[src/rtl/decoder_scan_138.sv]
// Registered 138-style line decoder with a direct mode and a
// scanning sequencer (programmable dwell, blanking between channels).
module decoder_scan_138 #(
  parameter int SEL_W      = 3,
  parameter int DWELL_W    = 8,
  parameter int BLANK      = 1,
  parameter bit ACTIVE_LOW = 1'b1
) (
  input  logic                   clk,
  input  logic                   rst,
  input  logic                   en1_n,
  input  logic                   en2_n,
  input  logic                   en3,
  input  logic                   mode,
  input  logic [SEL_W-1:0]       data_in,
  input  logic [DWELL_W-1:0]     dwell,
  input  logic [SEL_W-1:0]       last_idx,
  output logic [(1<<SEL_W)-1:0]  data_out,
  output logic [SEL_W-1:0]       cur_sel,
  output logic                   busy,
  output logic                   wrap
);

  localparam int N  = 1 << SEL_W;
  localparam int BW = (BLANK > 1) ? $clog2(BLANK) : 1;

  localparam logic [N-1:0]  OFF     = ACTIVE_LOW ? {N{1'b1}} : {N{1'b0}};
  localparam logic [BW-1:0] BL_INIT = (BLANK > 0) ? BW'(BLANK - 1) : '0;

  typedef enum logic [1:0] {
    IDLE       = 2'd0,
    DIRECT     = 2'd1,
    SCAN_ON    = 2'd2,
    SCAN_BLANK = 2'd3
  } state_t;

  state_t               state_q, state_d;
  logic [N-1:0]         data_out_q, data_out_d;
  logic [SEL_W-1:0]     cur_sel_q, cur_sel_d;
  logic                 busy_q, busy_d;
  logic                 wrap_q, wrap_d;
  logic [DWELL_W-1:0]   rem_q, rem_d;
  logic [BW-1:0]        bl_q, bl_d;

  logic                 enabled;
  logic [DWELL_W-1:0]   dwell_m1;
  logic                 adv_wrap;
  logic [SEL_W-1:0]     adv_sel;

  function automatic logic [N-1:0] lines(input logic [SEL_W-1:0] s);
    logic [N-1:0] oh;
    oh    = '0;
    oh[s] = 1'b1;
    return ACTIVE_LOW ? ~oh : oh;
  endfunction

  // rem counts the remaining active cycles of the current channel
  always_comb begin
    enabled  = ~en1_n & ~en2_n & en3;
    dwell_m1 = (dwell == '0) ? '0 : dwell - DWELL_W'(1);
    adv_wrap = (cur_sel_q >= last_idx);
    adv_sel  = adv_wrap ? '0 : cur_sel_q + SEL_W'(1);

    state_d    = state_q;
    data_out_d = data_out_q;
    cur_sel_d  = cur_sel_q;
    wrap_d     = 1'b0;
    rem_d      = rem_q;
    bl_d       = bl_q;

    if (!enabled) begin
      state_d    = IDLE;
      data_out_d = OFF;
      rem_d      = '0;
    end else if (!mode) begin
      state_d    = DIRECT;
      cur_sel_d  = data_in;
      data_out_d = lines(data_in);
      rem_d      = '0;
    end else begin
      unique case (state_q)
        IDLE, DIRECT: begin
          state_d = SCAN_ON;
          if (state_q == DIRECT) cur_sel_d = '0;
          data_out_d = lines(cur_sel_d);
          rem_d      = dwell_m1;
        end
        SCAN_ON: begin
          if (rem_q != '0) begin
            rem_d = rem_q - DWELL_W'(1);
          end else if (BLANK > 0) begin
            state_d    = SCAN_BLANK;
            bl_d       = BL_INIT;
            data_out_d = OFF;
          end else begin
            cur_sel_d  = adv_sel;
            wrap_d     = adv_wrap;
            data_out_d = lines(adv_sel);
            rem_d      = dwell_m1;
          end
        end
        SCAN_BLANK: begin
          if (bl_q != '0) begin
            bl_d = bl_q - BW'(1);
          end else begin
            state_d    = SCAN_ON;
            cur_sel_d  = adv_sel;
            wrap_d     = adv_wrap;
            data_out_d = lines(adv_sel);
            rem_d      = dwell_m1;
          end
        end
        default: state_d = IDLE;
      endcase
    end

    busy_d = (state_d == SCAN_ON) || (state_d == SCAN_BLANK);
  end

  always_ff @(posedge clk) begin
    if (rst) begin
      state_q    <= IDLE;
      data_out_q <= OFF;
      cur_sel_q  <= '0;
      busy_q     <= 1'b0;
      wrap_q     <= 1'b0;
      rem_q      <= '0;
      bl_q       <= '0;
    end else begin
      state_q    <= state_d;
      data_out_q <= data_out_d;
      cur_sel_q  <= cur_sel_d;
      busy_q     <= busy_d;
      wrap_q     <= wrap_d;
      rem_q      <= rem_d;
      bl_q       <= bl_d;
    end
  end

  assign data_out = data_out_q;
  assign cur_sel  = cur_sel_q;
  assign busy     = busy_q;
  assign wrap     = wrap_q;

endmodule

[config.mk]
export PLATFORM = sky130hd
export DESIGN_NAME = decoder_scan_138
export DESIGN_NICKNAME = d
export VERILOG_FILES = /design/src/rtl/decoder_scan_138.sv
export SDC_FILE = /design/constraint.sdc
export NUM_CORES = 1
export LEC_CHECK = 0
export BUFFER_PORTS_ARGS = -buffer_cell sky130_fd_sc_hd__clkbuf_2
export CORE_MARGIN = 4
export CORE_UTILIZATION = 59
export DETAILED_ROUTE_END_ITERATION = 8
export PLACE_DENSITY = 0.85
export SLEW_MARGIN = 10
export SYNTH_ARGS = -nofsm -noshare
export SYNTH_HDL_FRONTEND = slang
export SYNTH_SLANG_ARGS = --single-unit
[constraint.sdc]
create_clock -name clk -period 3.45 [get_ports clk]
set_input_delay 0.345 -clock clk [delete_from_list [all_inputs] [get_ports clk]]
set_output_delay 0.345 -clock clk [all_outputs]
set_load 0.02 [all_outputs]
==> flow_results.org, run 1 <==
** Die
- Die height :: between 60 and 70 um
- Starting Density :: around 61%
- Ports placed on the boundary :: 33
- Die area :: around 3700 sq um
- In this run the core area contains 19 standard-cell rows.
- From left edge to right edge, the die measures approximately 60 um.
- Core Region :: ~2700 sq um

** Critical path
- Critical Path Source Type :: flip-flop
- Crit Path Category :: reg2reg
- In this run the critical register-to-register path is captured at data_out[2]$_SDFFE_PP1P_.
- Endpoint class of the critical path :: flip-flop
- The critical path goes through inv_1 > ha_1 > nor2b_1 > o21ai_0 > nor4_1 > o311ai_1 > o31a_1.
- Broken down by cell family, the worst path's largest delay share belongs to compound AO/OA/AOI/OAI gates.
- Worst reg2reg startpoint :: cur_sel[0]$_SDFFE_PP0P_
- Number of cells traversed by the worst register-to-register path :: 7
- Slowest stage cell, crit path :: sky130_fd_sc_hd__o21ai_0
- Reg-to-reg setup timing slack :: approximately 0.74 ns
- Maximum fanout count along the critical path :: 14
- In this design, the stage delay of the slowest critical-path cell is 0.83 ns.
- Counting both buffers and inverters, the worst setup path holds a total of 1.
- Data required time of the critical path :: ~3.7 ns
- Data on the critical path arrives at its endpoint at roughly 3 ns.

** Pwr
- Worst vdd ir :: about 0.21 mV
- Total power divided by cell area :: 276 nW/um^2
- Sequential cells burn between 50% and 60% of the power.
- Cell internal power was estimated by the tool at approximately 350 uW.
- In this run switching power makes up between 30% and 40% of total power.
- Clock network power share :: a little over a quarter
- Per report_power, the combinational group accounts for 18.7% of the total.
- Summed over all cells, the static leakage comes to approximately 0.70 nW.
- Summed over all nets, the switching power comes to around 150 uW.

** Job
- Max-cap violations in this run came to 0.

** Route
- After detailed routing, the average wire length per cell comes to about 15 um.
- Across all layers, the routed design uses roughly 1,700 vias.
- The first TritonRoute pass finished after 4 iterations.
- Wires add up to between 4 and 5 mm.
- Number of remaining DRC errors :: 0
- DRC marker count from the first detailed-route iteration :: around 130
- Final antenna-violating net count :: 0
- Via-per-instance ratio :: about 6.4

** STA
- Setup violations remaining at the end of the flow were counted as 0.
- Setup repair after global routing left no endpoint under its margin.
- In the finished design, the share of the clock period the worst path needs comes to 78.6%.
- Headroom to the max-slew limit :: ~29%
- The worst path needs ~2.7 ns of the cycle, external delays included.
- Across all setup checks in the final design, the least slack found is 0.738 ns.
- Across the routed clock network, the largest skew measured is 0.00206 ns.
- Worst Tran Pin Value :: 1.06 ns
- Final hold vios :: 0
- TNS Setup :: 0 ns
- Number of pins exceeding their max-slew limit in the final report :: 0
- Static timing analysis puts the maximum clock frequency at 369 MHz.

** Clock network
- No sink is reached through more buffers than the 2 on the longest clock path.
- After clock tree synthesis, the repair step resized 0 gates.
- Clk sinks :: 23
- The number of clock buffers added by TritonCTS is 3.
- The later pin in the worst-skew pair is clocked with a latency of around 0.32 ns.
- Number of buffers inserted by post-CTS setup repair :: 0
- TritonCTS built the clock tree.
- The tree is rooted in a sky130_fd_sc_hd__clkbuf_4.
- After clock tree synthesis, the clock-pin slew on the worst setup and hold paths is around 0.14 ns.
- Buffers inserted to repair hold after CTS numbered 0.
- Level count of the clock H-tree :: 1

** Synthesis
- In this run, synthesis produced a sequential element count of 23.
- Synth area leaders :: sky130_fd_sc_hd__dfxtp_1, sky130_fd_sc_hd__nor2_1, sky130_fd_sc_hd__ha_1, sky130_fd_sc_hd__nand2_1, sky130_fd_sc_hd__a21oi_1
- The most used flip-flop cell after synthesis is sky130_fd_sc_hd__dfxtp_1.
- Count of mapped cells out of synthesis :: 211
- A synthesized cell averages a little under 8 sq um.
- Number of nets in the synthesized netlist :: between 200 and 250
- During synthesis, Yosys emitted a total of 0 warnings.
- Area share of the largest cell type after synthesis :: around 28%
- Proportion of synthesized chip area in sequential cells :: 27.6%
- Post-synth EDFFs :: 0
- Number of distinct standard cells referenced by the synthesized netlist :: 51
- The cell area that synthesis handed to floorplanning was 1670 sq um.
- sky130_fd_sc_hd__dfxtp_1 takes more of the synthesized area than any other cell.
- After synthesis, the share of flip-flops with an asynchronous set or reset is 0%.

** Cells and area
- Nets :: between 200 and 300
- Fill cells :: 246
- The repair_antennas step left the layout with diodes totalling 0.
- Share of cells above drive strength 1 :: around a fifth
- Relative to the synthesized area, the layout overhead comes to 9.84%.

** Global route
- The number of antenna violations at the first check in global routing is 0.
- The number of global-route vias before repair is around 1,500.
- The first global-routing pass estimated between 6 and 7 mm of wire.
- Final global-route overflow total :: 0
- Global-route total usage across every layer :: 24.2%
- Largest net degree at the start of global routing :: 22

** Place
- Detailed placement finished with a half-perimeter wire length of between 3 and 4 mm.
- Final GP Congestion :: 0.987
- The count of buffers added on input and output ports is 32.
- Before CTS, the worst setup slack after placement is roughly 0.8 ns.

** Hold path
- The worst hold path begins at rst.
- The min-delay analysis places its worst path in the category in2reg.
- Hold path cells :: 2
- End point of the worst hold path :: cur_sel[0]$_SDFFE_PP0P_

** Status
- The run finished with clean final reports.
## power groups by stage
stage | clock [mW] | combinational [mW] | sequential [mW]
2_1_floorplan | 0 | 0.0625 | 0.281
3_3_place_gp | 0 | 0.0922 | 0.281
3_5_place_dp | 0 | 0.0928 | 0.281
4_1_cts | 0.135 | 0.0934 | 0.275
5_1_grt | 0.148 | 0.106 | 0.276
6_report | 0.135 | 0.0941 | 0.275
## placed cells by master (no fill, tap or decap), types with 2 or more instances in the layout
master | synthesis | final
sky130_fd_sc_hd__nor3_1 | 6 | 6
sky130_fd_sc_hd__o32ai_1 | 4 | 4
sky130_fd_sc_hd__a31oi_1 | 5 | 5
sky130_fd_sc_hd__o211ai_1 | 4 | 4
sky130_fd_sc_hd__o221ai_1 | 3 | 3
sky130_fd_sc_hd__o311ai_1 | 2 | 2
sky130_fd_sc_hd__xnor2_1 | 4 | 4
sky130_fd_sc_hd__ha_1 | 7 | 7
sky130_fd_sc_hd__a211oi_1 | 3 | 3
sky130_fd_sc_hd__o41ai_1 | 2 | 2
sky130_fd_sc_hd__nand2_1 | 21 | 21
sky130_fd_sc_hd__o31a_1 | 2 | 2
sky130_fd_sc_hd__o311ai_0 | 3 | 3
sky130_fd_sc_hd__nand2b_1 | 2 | 2
sky130_fd_sc_hd__clkbuf_4 | 0 | 3
sky130_fd_sc_hd__nand3b_1 | 4 | 4
sky130_fd_sc_hd__xor2_1 | 6 | 6
sky130_fd_sc_hd__nor2_1 | 24 | 24
sky130_fd_sc_hd__a22oi_1 | 4 | 4
sky130_fd_sc_hd__clkbuf_2 | 0 | 32
sky130_fd_sc_hd__or4_4 | 2 | 2
sky130_fd_sc_hd__nor3b_1 | 2 | 2
sky130_fd_sc_hd__a21oi_1 | 15 | 15
sky130_fd_sc_hd__o21ai_0 | 4 | 4
sky130_fd_sc_hd__nand3_1 | 5 | 5
sky130_fd_sc_hd__nor2b_1 | 6 | 6
sky130_fd_sc_hd__inv_1 | 13 | 13
sky130_fd_sc_hd__dfxtp_1 | 23 | 23
sky130_fd_sc_hd__o41a_1 | 3 | 3
## layout make-up
class                   instances  area, sq um  area share [%]
multi-input cells             163         1090            59.8
inverters                      13         48.8            2.67
clock inverters                 1         5.00           0.274
clock buffers                   3         22.5            1.23
flip-flops and latches         23          460            25.2
well taps                      31         38.8            2.12
repair buffers                 32          160            8.76
## state kept, by name, summed over array words and instances (netlist names)
name / flops
data_out: 8
rem_q: 8
cur_sel: 3
state_q: 2
busy: 1
wrap: 1
## how the worst max path moves through the flow
stage                       startpoint                       end  slack [ns]  cells past startpoint
2_1_floorplan  cur_sel[0]$_SDFFE_PP0P_  data_out[1]$_SDFFE_PP1P_        1.40                      8
3_3_place_gp   cur_sel[0]$_SDFFE_PP0P_  data_out[6]$_SDFFE_PP1P_        0.94                      7
3_5_place_dp   cur_sel[0]$_SDFFE_PP0P_  data_out[6]$_SDFFE_PP1P_        0.82                      7
4_1_cts        cur_sel[0]$_SDFFE_PP0P_  data_out[6]$_SDFFE_PP1P_        0.80                      7
5_1_grt        cur_sel[0]$_SDFFE_PP0P_  data_out[6]$_SDFFE_PP1P_        0.50                      7
6_report       cur_sel[0]$_SDFFE_PP0P_  data_out[2]$_SDFFE_PP1P_        0.74                      7
## cell usage after synthesis (all sizes together) (6+ instances only)
| cell | count |
|---|---|
| ha | 7 |
| nor3 | 6 |
| xor2 | 6 |
| nor2b | 6 |
| a21oi | 16 |
| buf | 7 |
| nand2 | 21 |
| inv | 13 |
| nor2 | 24 |
| dfxtp | 23 |
## per-stage QoR
| step | cell area [sq um] | hold WS, ns | utilization, % | std cells | power [mW] |
|---|---|---|---|---|---|
| 4_1_cts | 1830 | 0.250 | 66.9 | 266 | 0.504 |
| 5_1_grt | 1830 | 0.255 | 66.9 | 266 | 0.530 |
| 2_1_floorplan | 1670 | 0.414 | - | 211 | 0.343 |
| 3_3_place_gp | 1800 | 0.426 | 65.9 | 262 | 0.373 |
| 6_report | 1830 | 0.251 | 66.9 | 266 | 0.504 |
| 3_5_place_dp | 1800 | 0.433 | 65.9 | 262 | 0.374 |
## kinds of logic after synthesis
family          after synthesis  synth area share, %
compound gates               61                 26.8
xor+xnor                     10                 5.26
fa+ha+maj                     7                 5.26
buf+inv                      25                 6.69
flops                        23                 27.6
mux                           2                 1.28
simple gates                 83                 27.0
## per-layer routing
layer  up-vias  share of wire (%)  wire length (um)  global-route usage [%]
met5         -                  0                 0                       0
met4         0                1.6                65                    8.05
met3         8                8.9               367                    3.77
met2        81                 44              1810                    34.7
met1       776                 46              1880                    36.6
li1        833                  -                 -                       -
## worst reg2reg max path: cells and delay by family, from the launching register on
| kind | cells | cell delay, ns |
|---|---|---|
| compound gates | 3 | 1.34 |
| buf+inv | 1 | 0.18 |
| simple gates | 2 | 0.21 |
| fa+ha+maj | 1 | 0.31 |
| flops | 1 | 0.63 |
(Power assumes the default switching activity.)
==> run 2, diff against run 1 <==
ABC_AREA = 1   (was default)
CORE_UTILIZATION = 50   (was 59)
PLACE_DENSITY = 0.76   (was 0.85)
clock period = 2.4 ns   (was 3.45 ns; I/O delays follow)
==> run 2 against run 1 <==
Net effect:
- first-iteration DRC count rose by 20%
- clock power up 33%
- fmax up 47%
- via count increased by 8.1%
- synthesized cell count up 38%
- non-clock buffer count up 2
- register-to-register slack got worse by 0.18 ns
- sequential power grew 43%
==> flow_results.org, run 2 <==
** Status
- The flow ran to the end, and the final reports show no timing, DRC or antenna violations.

** Place
- Port Buf Inserts :: 32
- Final GP Congestion :: approximately 0.98
- After legalization and detailed placement, the total HPWL measured approximately 3.3 mm.

** Die
- The floorplan has 20 rows.
- Die height :: 66.5 um
- Core Region :: approximately 3200 sq um
- During I/O placement, the number of pins put on the boundary was 33.
- Die span in x :: roughly 66 um
- Starting Density :: between 50 and 60%
- Die area :: ~4400 sq um

** Pwr
- IR analysis of the VDD net gives a maximum drop of a little over 0.3 mV.
- The design draws between 700 and 800 uW.
- The analysis attributes to cell leakage a power of between 1 and 1.5 nW.
- Total power divided by cell area :: between 300 and 400 nW/um^2

** Critical path
- CP peak stage delay :: 0.47 ns
- In this run the worst path has a maximum fanout of 8.
- The slowest stage of the critical path belongs to the cell sky130_fd_sc_hd__dfxtp_1.
- Crit Path Category :: reg2reg
- Cell-by-cell listing of the critical path :: inv_1 > ha_1 > inv_1 > nand2_1 > nand2_1 > nand3_1 > nor2_1 > nand2_1 > nand2_1 > nand2_1 > nand2_1 > nand2_1
- Destination of the critical timing path :: data_out[1]$_SDFFE_PP1P_
- The worst register-to-register path ends at data_out[1]$_SDFFE_PP1P_.
- The worst register-to-register path has a depth of 12.
- The worst setup path is captured at a flip-flop.
- Critical Path Source Type :: flip-flop
- The number of buffers and inverters on the critical path is 2.
- On the critical path the largest part of the delay comes from simple AND/OR/NAND/NOR gates.
- Data required time of the critical path :: ~2.6 ns
- CP Data Arrival Time :: about 2.1 ns
- Tracing the worst setup path back leads to its startpoint at cur_sel[0]$_SDFFE_PP0P_.
- Critical path depth :: 12
- Across all register-to-register paths, the minimum setup slack is between 0.5 and 0.6 ns.
- Worst reg2reg startpoint :: cur_sel[0]$_SDFFE_PP0P_
- Most repeated library cell on the critical path :: sky130_fd_sc_hd__nand2_1

** Route
- Once detail routing completed, the nets flagged for antenna violations numbered 0.
- After detailed routing, the average wire length per cell comes to between 10 and 15 um.
- After the first detailed-routing iteration, the DRC count stood at approximately 150.
- Sum of routed wire length over all layers :: approximately 4.2 mm
- In the routed design, unresolved DRC markers number 0.
- Via-per-instance ratio :: a little under 5
- Via count :: roughly 1,800
- The first TritonRoute pass finished after 4 iterations.

** STA
- Headroom to the max-slew limit :: between 60% and 70%
- Unrepaired setup endpoints after global routing :: false
- Number of pins exceeding their max-slew limit in the final report :: 0
- Final period utilization :: slightly below 80%
- Final hold vios :: 0
- Clock tree skew after final layout :: ~0.011 ns
- For the finished layout, the period the worst path requires is between 1.5 and 2 ns.
- Setup violations remaining at the end of the flow were counted as 0.
- FMAX :: about 540 MHz
- After routing, the total negative slack on setup checks comes to 0 ns.
- Worst Tran Pin Value :: between 0.5 and 0.6 ns

** Synthesis
- After synthesis, the most frequently instantiated cells are sky130_fd_sc_hd__nand2_1, sky130_fd_sc_hd__inv_1, sky130_fd_sc_hd__nor2_1.
- For this run, the number of Yosys warnings is 0.
- In this run the biggest area consumer among cell types represents 26.9% of the synthesized area.
- Synth area leaders :: sky130_fd_sc_hd__dfxtp_1, sky130_fd_sc_hd__nand2_1, sky130_fd_sc_hd__inv_1, sky130_fd_sc_hd__nor2_1, sky130_fd_sc_hd__a21oi_1
- Count of mapped cells out of synthesis :: 291
- Summing the areas of all compound-gate instances in the mapped netlist gives between 15 and 20% of the synthesized area.
- Most instantiated flip-flop cell in the synthesis netlist :: sky130_fd_sc_hd__dfxtp_1
- In this run, synthesis inferred 0 flip-flops with an integrated enable.
- Summing the areas of all xor and xnor instances in the mapped netlist gives approximately 2% of the synthesized area.
- Asr flop ratio synth :: 0%
- The synthesized design spends more area on one cell type than any other, namely sky130_fd_sc_hd__dfxtp_1.
- Number of register bits inferred by synthesis :: 23
- Number of distinct standard cells referenced by the synthesized netlist :: 27
- By area, the combinational part of the netlist is dominated by simple AND/OR/NAND/NOR gates.
- The synthesized netlist devotes around two fifths of its cell area to simple gates.
- Multiplexer fraction of the synthesized cell area :: 0%
- Number of nets in the synthesized netlist :: between 300 and 400
- Proportion of synthesized chip area in sequential cells :: about 27%
- Cell Area, Synth :: roughly 1700 sq um
- Of the total synthesized cell area, the portion taken by full adders, half adders and majority gates is just over 5%.
- The most common cell in the synthesized netlist is sky130_fd_sc_hd__nand2_1.
- Avg Inst Size Synth :: 5.88 sq um

** Cells and area
- Leaving out fill and tap cells, the most frequent cell in the layout is sky130_fd_sc_hd__nand2_1.
- Fill cells :: ~330
- From synthesis to final layout, the design area changed by 13.7%.
- Leading cell types in the layout, fill and taps excluded :: sky130_fd_sc_hd__nand2_1, sky130_fd_sc_hd__inv_1, sky130_fd_sc_hd__nor2_1
- In the final layout, the multi-input gates occupy around 1100 sq um.
- Final antenna diode count :: 0
- Nets :: between 300 and 400
- Share of cells above drive strength 1 :: between 15 and 20%
- Summing all flip-flop and latch instances after layout gives around 460 sq um.

** Global route
- Largest net degree at the start of global routing :: 18
- Initial antenna violation count :: 0
- For this run, the total global-route usage over all layers was measured as between 20% and 30%.
- Vias in the first global route :: around 1,700
- First-pass GRT wire length :: 7.20 mm
- Global routing finished with a remaining overflow of 0.

** Clock network
- After clock tree synthesis, the clock-pin slew on the worst setup and hold paths is approximately 0.13 ns.
- In this run, CTS created clock tree buffers numbering 3.
- Clk sinks :: 23
- Hold bufs inserted after CTS :: 0
- CTS built an H-tree with a depth of 1.
- Number of resized instances in the post-cts repair step :: 0
- Number of buffers inserted by post-CTS setup repair :: 0
- Worst skew pair latency :: ~0.32 ns
- Max Root-Sink Buffers :: 2
- Root buffer selected by CTS :: sky130_fd_sc_hd__clkbuf_4
- TritonCTS built the clock tree.

** Hold path
- The path class of the tightest hold or removal check is in2reg.

** Job
- Max-cap violations in this run came to 0.
run 2: cell types whose count changed in the layout (fill, tap and decap cells not counted), moves of 5 or more:
cell,delta
sky130_fd_sc_hd__nor2b_1,-6
sky130_fd_sc_hd__nand2_1,+79
sky130_fd_sc_hd__o21ai_0,+14
sky130_fd_sc_hd__inv_1,+24
sky130_fd_sc_hd__nor2_1,+13
sky130_fd_sc_hd__nor3_1,-5
sky130_fd_sc_hd__inv_2,+6
sky130_fd_sc_hd__nand3_1,+10
sky130_fd_sc_hd__a21oi_1,+5
run 2: cell type report:
class | instances | share of cell area, %
Clock buffer | 3 | 1.16
Sequential cell | 23 | 23.7
Clock inverter | 1 | 0.257
Inverter | 43 | 8.30
Tap cell | 44 | 2.83
Multi-Input combinational cell | 222 | 54.8
Timing Repair Buffer | 34 | 9.01
run 2: power breakdown:
group          switching, mW  internal, mW
clock network          0.117        0.0623
registers            0.00538         0.387
logic                 0.0971        0.0552
total                  0.220         0.505
run 2: worst min-delay path by stage:
stage          slack (ns)                       to  cells after the start  startpoint
2_1_floorplan        0.31  cur_sel[2]$_SDFFE_PP0P_                      1         rst
3_3_place_gp         0.48  cur_sel[2]$_SDFFE_PP0P_                      2         rst
3_5_place_dp         0.49  cur_sel[2]$_SDFFE_PP0P_                      2         rst
4_1_cts              0.15  cur_sel[2]$_SDFFE_PP0P_                      2         rst
5_1_grt              0.16  cur_sel[2]$_SDFFE_PP0P_                      2         rst
6_report             0.15  cur_sel[2]$_SDFFE_PP0P_                      2         rst
run 2: per-layer routing:
metal	GRT usage [%]	vias to the layer above	share of wire, %
met3	2.70	8	5.8
met5	0	-	0
li1	-	986	-
met1	29.8	776	52
met2	30.7	66	40
met4	7.87	0	2.0
run 2: worst register-to-register path: cells and delay by family, from the launching register on:
| kind | cells | cell delay [ns] |
|---|---|---|
| adder cells (fa/ha/maj) | 1 | 0.28 |
| buffers and inverters | 2 | 0.16 |
| flip-flops | 1 | 0.47 |
| AND/OR/NAND/NOR | 9 | 0.85 |
run 2: stage by stage:
step	instance area (sq um)	std cells	setup slack (ns)	util, %	hold WS (ns)
5_1_grt	1940	370	0.385	61.7	0.161
2_1_floorplan	1710	291	0.675	-	0.309
4_1_cts	1940	370	0.578	61.7	0.152
3_5_place_dp	1920	366	0.595	60.8	0.489
3_3_place_gp	1920	366	0.621	60.8	0.480
6_report	1940	370	0.554	61.7	0.154
run 2: cells by family after synthesis:
| group | after synthesis |
|---|---|
| and+or+nand+nor | 162 |
| AOI/OAI and AO/OA | 49 |
| buffers and inverters | 46 |
| DFF | 23 |
| adders and majority gates | 7 |
| xor gates and xnor gates | 4 |
==> run 3, diff against run 2 <==
ABC_AREA = 0   (was 1)
CORE_UTILIZATION = 55   (was 50)
PLACE_DENSITY = 0.8   (was 0.76)
clock period = 1.8 ns   (was 2.4 ns; I/O delays follow)
==> run 3 against run 2 <==
Net effect:
- non-clock buffer count up 18
- critical path depth is 4 lower
- sequential power up 33%
- critical path type unchanged
- clock-buffer cell count stayed put
- final cell count decreased by 23%
- first-iteration DRC count down 6.5%
- fmax rose by 4.7%
- via count fell by 3.9%
- setup slack worse by 0.52 ns
- clock skew rose by 0.0048 ns
==> flow_results.org, run 3 (synthesis results as in run 1) <==
** Route
- The pre-antenna-repair detailed-routing pass consisted of 4 iterations.
- Final antenna-violating net count :: 0
- Via count :: 1,764
- Summed over all layers, the routed wires come to between 4 and 5 mm.
- Via-per-instance ratio :: approximately 6
- After the first detailed-routing iteration, the DRC count stood at between 100 and 150.
- Per-cell routed wire length :: roughly 16 um
- Number of remaining DRC errors :: 0

** STA
- Final critical path time including I/O delays and setup :: ~1.8 ns
- Setup violations remaining at the end of the flow were counted as 0.
- The clock arrives with around 0.016 ns of skew.
- At the pin with the least slew margin, the transition time is 0.456 ns.
- The final-report max-slew violation count came to 0.
- Final period utilization :: between 90 and 100%
- FMAX :: 567 MHz
- The tightest hold path in the finished design has a slack of between 0.1 and 0.15 ns.
- Unrepaired setup endpoints after global routing :: true
- The total count of hold-check failures in the final report is 0.
- Measured against its own limit, the worst slew margin works out to ~69%.

** Critical path
- Crit Path Category :: reg2reg
- At the worst endpoint, the arrival time is roughly 2 ns.
- Together, buffers and inverters on the worst path number 2.
- Worst reg2reg startpoint :: cur_sel[0]$_SDFFE_PP0P_
- On the worst path, the slowest cell contributes a delay of 0.40 ns.
- Counting buffers and inverters, the worst setup path is 8 cells deep.
- Grouping stages by cell kind, the critical path spends the most delay in compound AO/OA/AOI/OAI gates.
- Worst setup path startpoint :: cur_sel[0]$_SDFFE_PP0P_
- For the worst setup path, the data required time is around 2 ns.
- Endpoint class of the critical path :: flip-flop
- The slowest stage of the critical path belongs to the cell sky130_fd_sc_hd__o41a_1.
- Counting cells, the worst reg-to-reg path comes to 8.
- Cell-by-cell listing of the critical path :: inv_4 > ha_4 > nor2b_4 > o21ai_4 > buf_6 > o41a_1 > o32ai_2 > nand2_1
- Critical Path Source Type :: flip-flop
- Maximum fanout count along the critical path :: 5

** Place
- Final GP Congestion :: just under 1
- Port Buf Inserts :: 32
- Detailed Place HPWL :: about 3.3 mm
- Area after detailed placement :: ~2000 sq um

** Cells and area
- After routing the design area is between 2000 and 2500 sq um.
- Leaving out fill and tap cells, the most frequent cell in the layout is sky130_fd_sc_hd__clkbuf_2.
- In the final design database the tool counted between 200 and 300 nets.
- Cells fill between 70 and 80% of the core in the end.
- The number of antenna diodes in the final layout is 0.
- In the layout the commonest cells are sky130_fd_sc_hd__clkbuf_2, sky130_fd_sc_hd__nor2_1, sky130_fd_sc_hd__nand2_1.
- Syn-to-layout area delta :: 26.8%
- Cells with a size suffix above 1 make up between 30% and 40% of the layout.

** Clock network
- Counting the buffers created by CTS gives 3.
- Max Root-Sink Buffers :: 2
- For this design, the sink count on the clock tree is 23.
- Level count of the clock H-tree :: 1
- Clock-pin slew was measured on the worst setup and hold paths at between 0.1 and 0.15 ns.
- Number of buffers inserted by post-CTS setup repair :: 0
- TritonCTS clock tree :: yes
- For the worst-skew pair, the clock arrives at the later sink with an insertion delay of approximately 0.34 ns.
- The tree is rooted in a sky130_fd_sc_hd__clkbuf_4.

** Global route
- Global-route total usage across every layer :: approximately a quarter
- Met1 global-route usage :: 32.4%
- Summed over all layers, the global routing overflow is 0.
- Global routing consumed, on the met3 layer, about 4.0% of the routing resources.
- The first global-routing pass estimated between 7 and 8 mm of wire.
- The number of antenna violations at the first check in global routing was 0.
- The layer flagged by global routing as most heavily used is met2.
- For this run, global-route usage on met2 was measured as a little under 40%.
- Largest net degree at the start of global routing :: 14
- The number of global-route vias before repair is between 1,500 and 2,000.

** Hold path
- The min-delay analysis places its worst path in the category in2reg.
- Hold Crit Start :: rst
- Hold path cells :: 2

** Die
- Starting Density :: 58.9%
- Ports placed on the boundary :: 33
- Row cnt :: 19
- Core Region :: about 2800 sq um
- The floorplan step defined a die boundary enclosing ~4000 sq um.
- Die span in x :: 63.0 um
- The die is between 60 and 70 um tall.

** Pwr
- Worst vdd ir :: a little over 0.4 mV
- The analysis attributes to cell leakage a power of 0.842 nW.
- Overall power of the completed layout :: approximately 1.0 mW
- Total power divided by cell area :: between 400 and 500 nW/um^2

** Status
- The flow ran to the end, and the final reports show no timing, DRC or antenna violations.

** Job
- Number of max-capacitance violations reported :: 0
run 3: changes by cell type in the layout (fill, tap and decap cells not counted), moves of 5 or more:
cell	change
sky130_fd_sc_hd__inv_1	-25
sky130_fd_sc_hd__nor2b_1	+5
sky130_fd_sc_hd__nand3_1	-11
sky130_fd_sc_hd__nor2_1	-13
sky130_fd_sc_hd__nand2_1	-79
sky130_fd_sc_hd__buf_4	+17
sky130_fd_sc_hd__nor3_1	+5
sky130_fd_sc_hd__inv_2	-6
sky130_fd_sc_hd__o21ai_0	-15
sky130_fd_sc_hd__o311ai_1	+5
sky130_fd_sc_hd__a21oi_1	-7
run 3: final cells by class:
class | count | area [sq um]
Tap cell | 31 | 38.8
Clock buffer | 3 | 22.5
Clock inverter | 1 | 5.00
Timing Repair Buffer | 52 | 314
Fill cell | 228 | 717
Sequential cell | 23 | 468
Multi-Input combinational cell | 163 | 1210
Inverter | 13 | 51.3
run 3: metrics by stage:
stage	TNS [ns]	worst slack, ns	instances
final	0	0.0375	286
after global routing	-0.0469	-0.0469	286
after CTS	-0.00492	-0.00492	286
after detailed placement	-0.361	-0.0883	282
after global placement	-0.0745	-0.0384	282
after floorplan	0	0.0281	211
run 3: power by group:
| group | total, mW | switching, mW | internal, mW |
|---|---|---|---|
| clock | 0.255 | 0.171 | 0.0836 |
| combinational | 0.239 | 0.132 | 0.107 |
| sequential | 0.523 | 0.00795 | 0.515 |
| total | 1.02 | 0.312 | 0.706 |
run 3: worst reg2reg max path: stages (launching register included):
cell and delay, ns:
sky130_fd_sc_hd__dfxtp_4 0.39, sky130_fd_sc_hd__inv_4 0.04, sky130_fd_sc_hd__ha_4 0.21, sky130_fd_sc_hd__nor2b_4 0.13, sky130_fd_sc_hd__o21ai_4 0.09, sky130_fd_sc_hd__buf_6 0.12
sky130_fd_sc_hd__o41a_1 0.40, sky130_fd_sc_hd__o32ai_2 0.23, sky130_fd_sc_hd__nand2_1 0.07
run 3: layer usage:
metal | wire length, um | share of wire, %
met2 | 2080 | 46
met4 | 79 | 1.8
met3 | 308 | 6.9
met1 | 2030 | 45
met5 | 0 | 0
run 3: path summary, 6_finish.rpt:
path	slack (ns)	end
worst max-delay path	0.04	data_out[3]$_SDFFE_PP1P_
worst min-delay path	0.11	cur_sel[2]$_SDFFE_PP0P_
worst max register to register	0.04	data_out[3]$_SDFFE_PP1P_
worst min register to register	0.44	data_out[3]$_SDFFE_PP1P_
run 3: repair_timing:
item,4_1_cts,5_1_grt
pin swaps,4,7
hold buffers,0,0
resized for setup,9,15
setup endpoints to repair,7,15
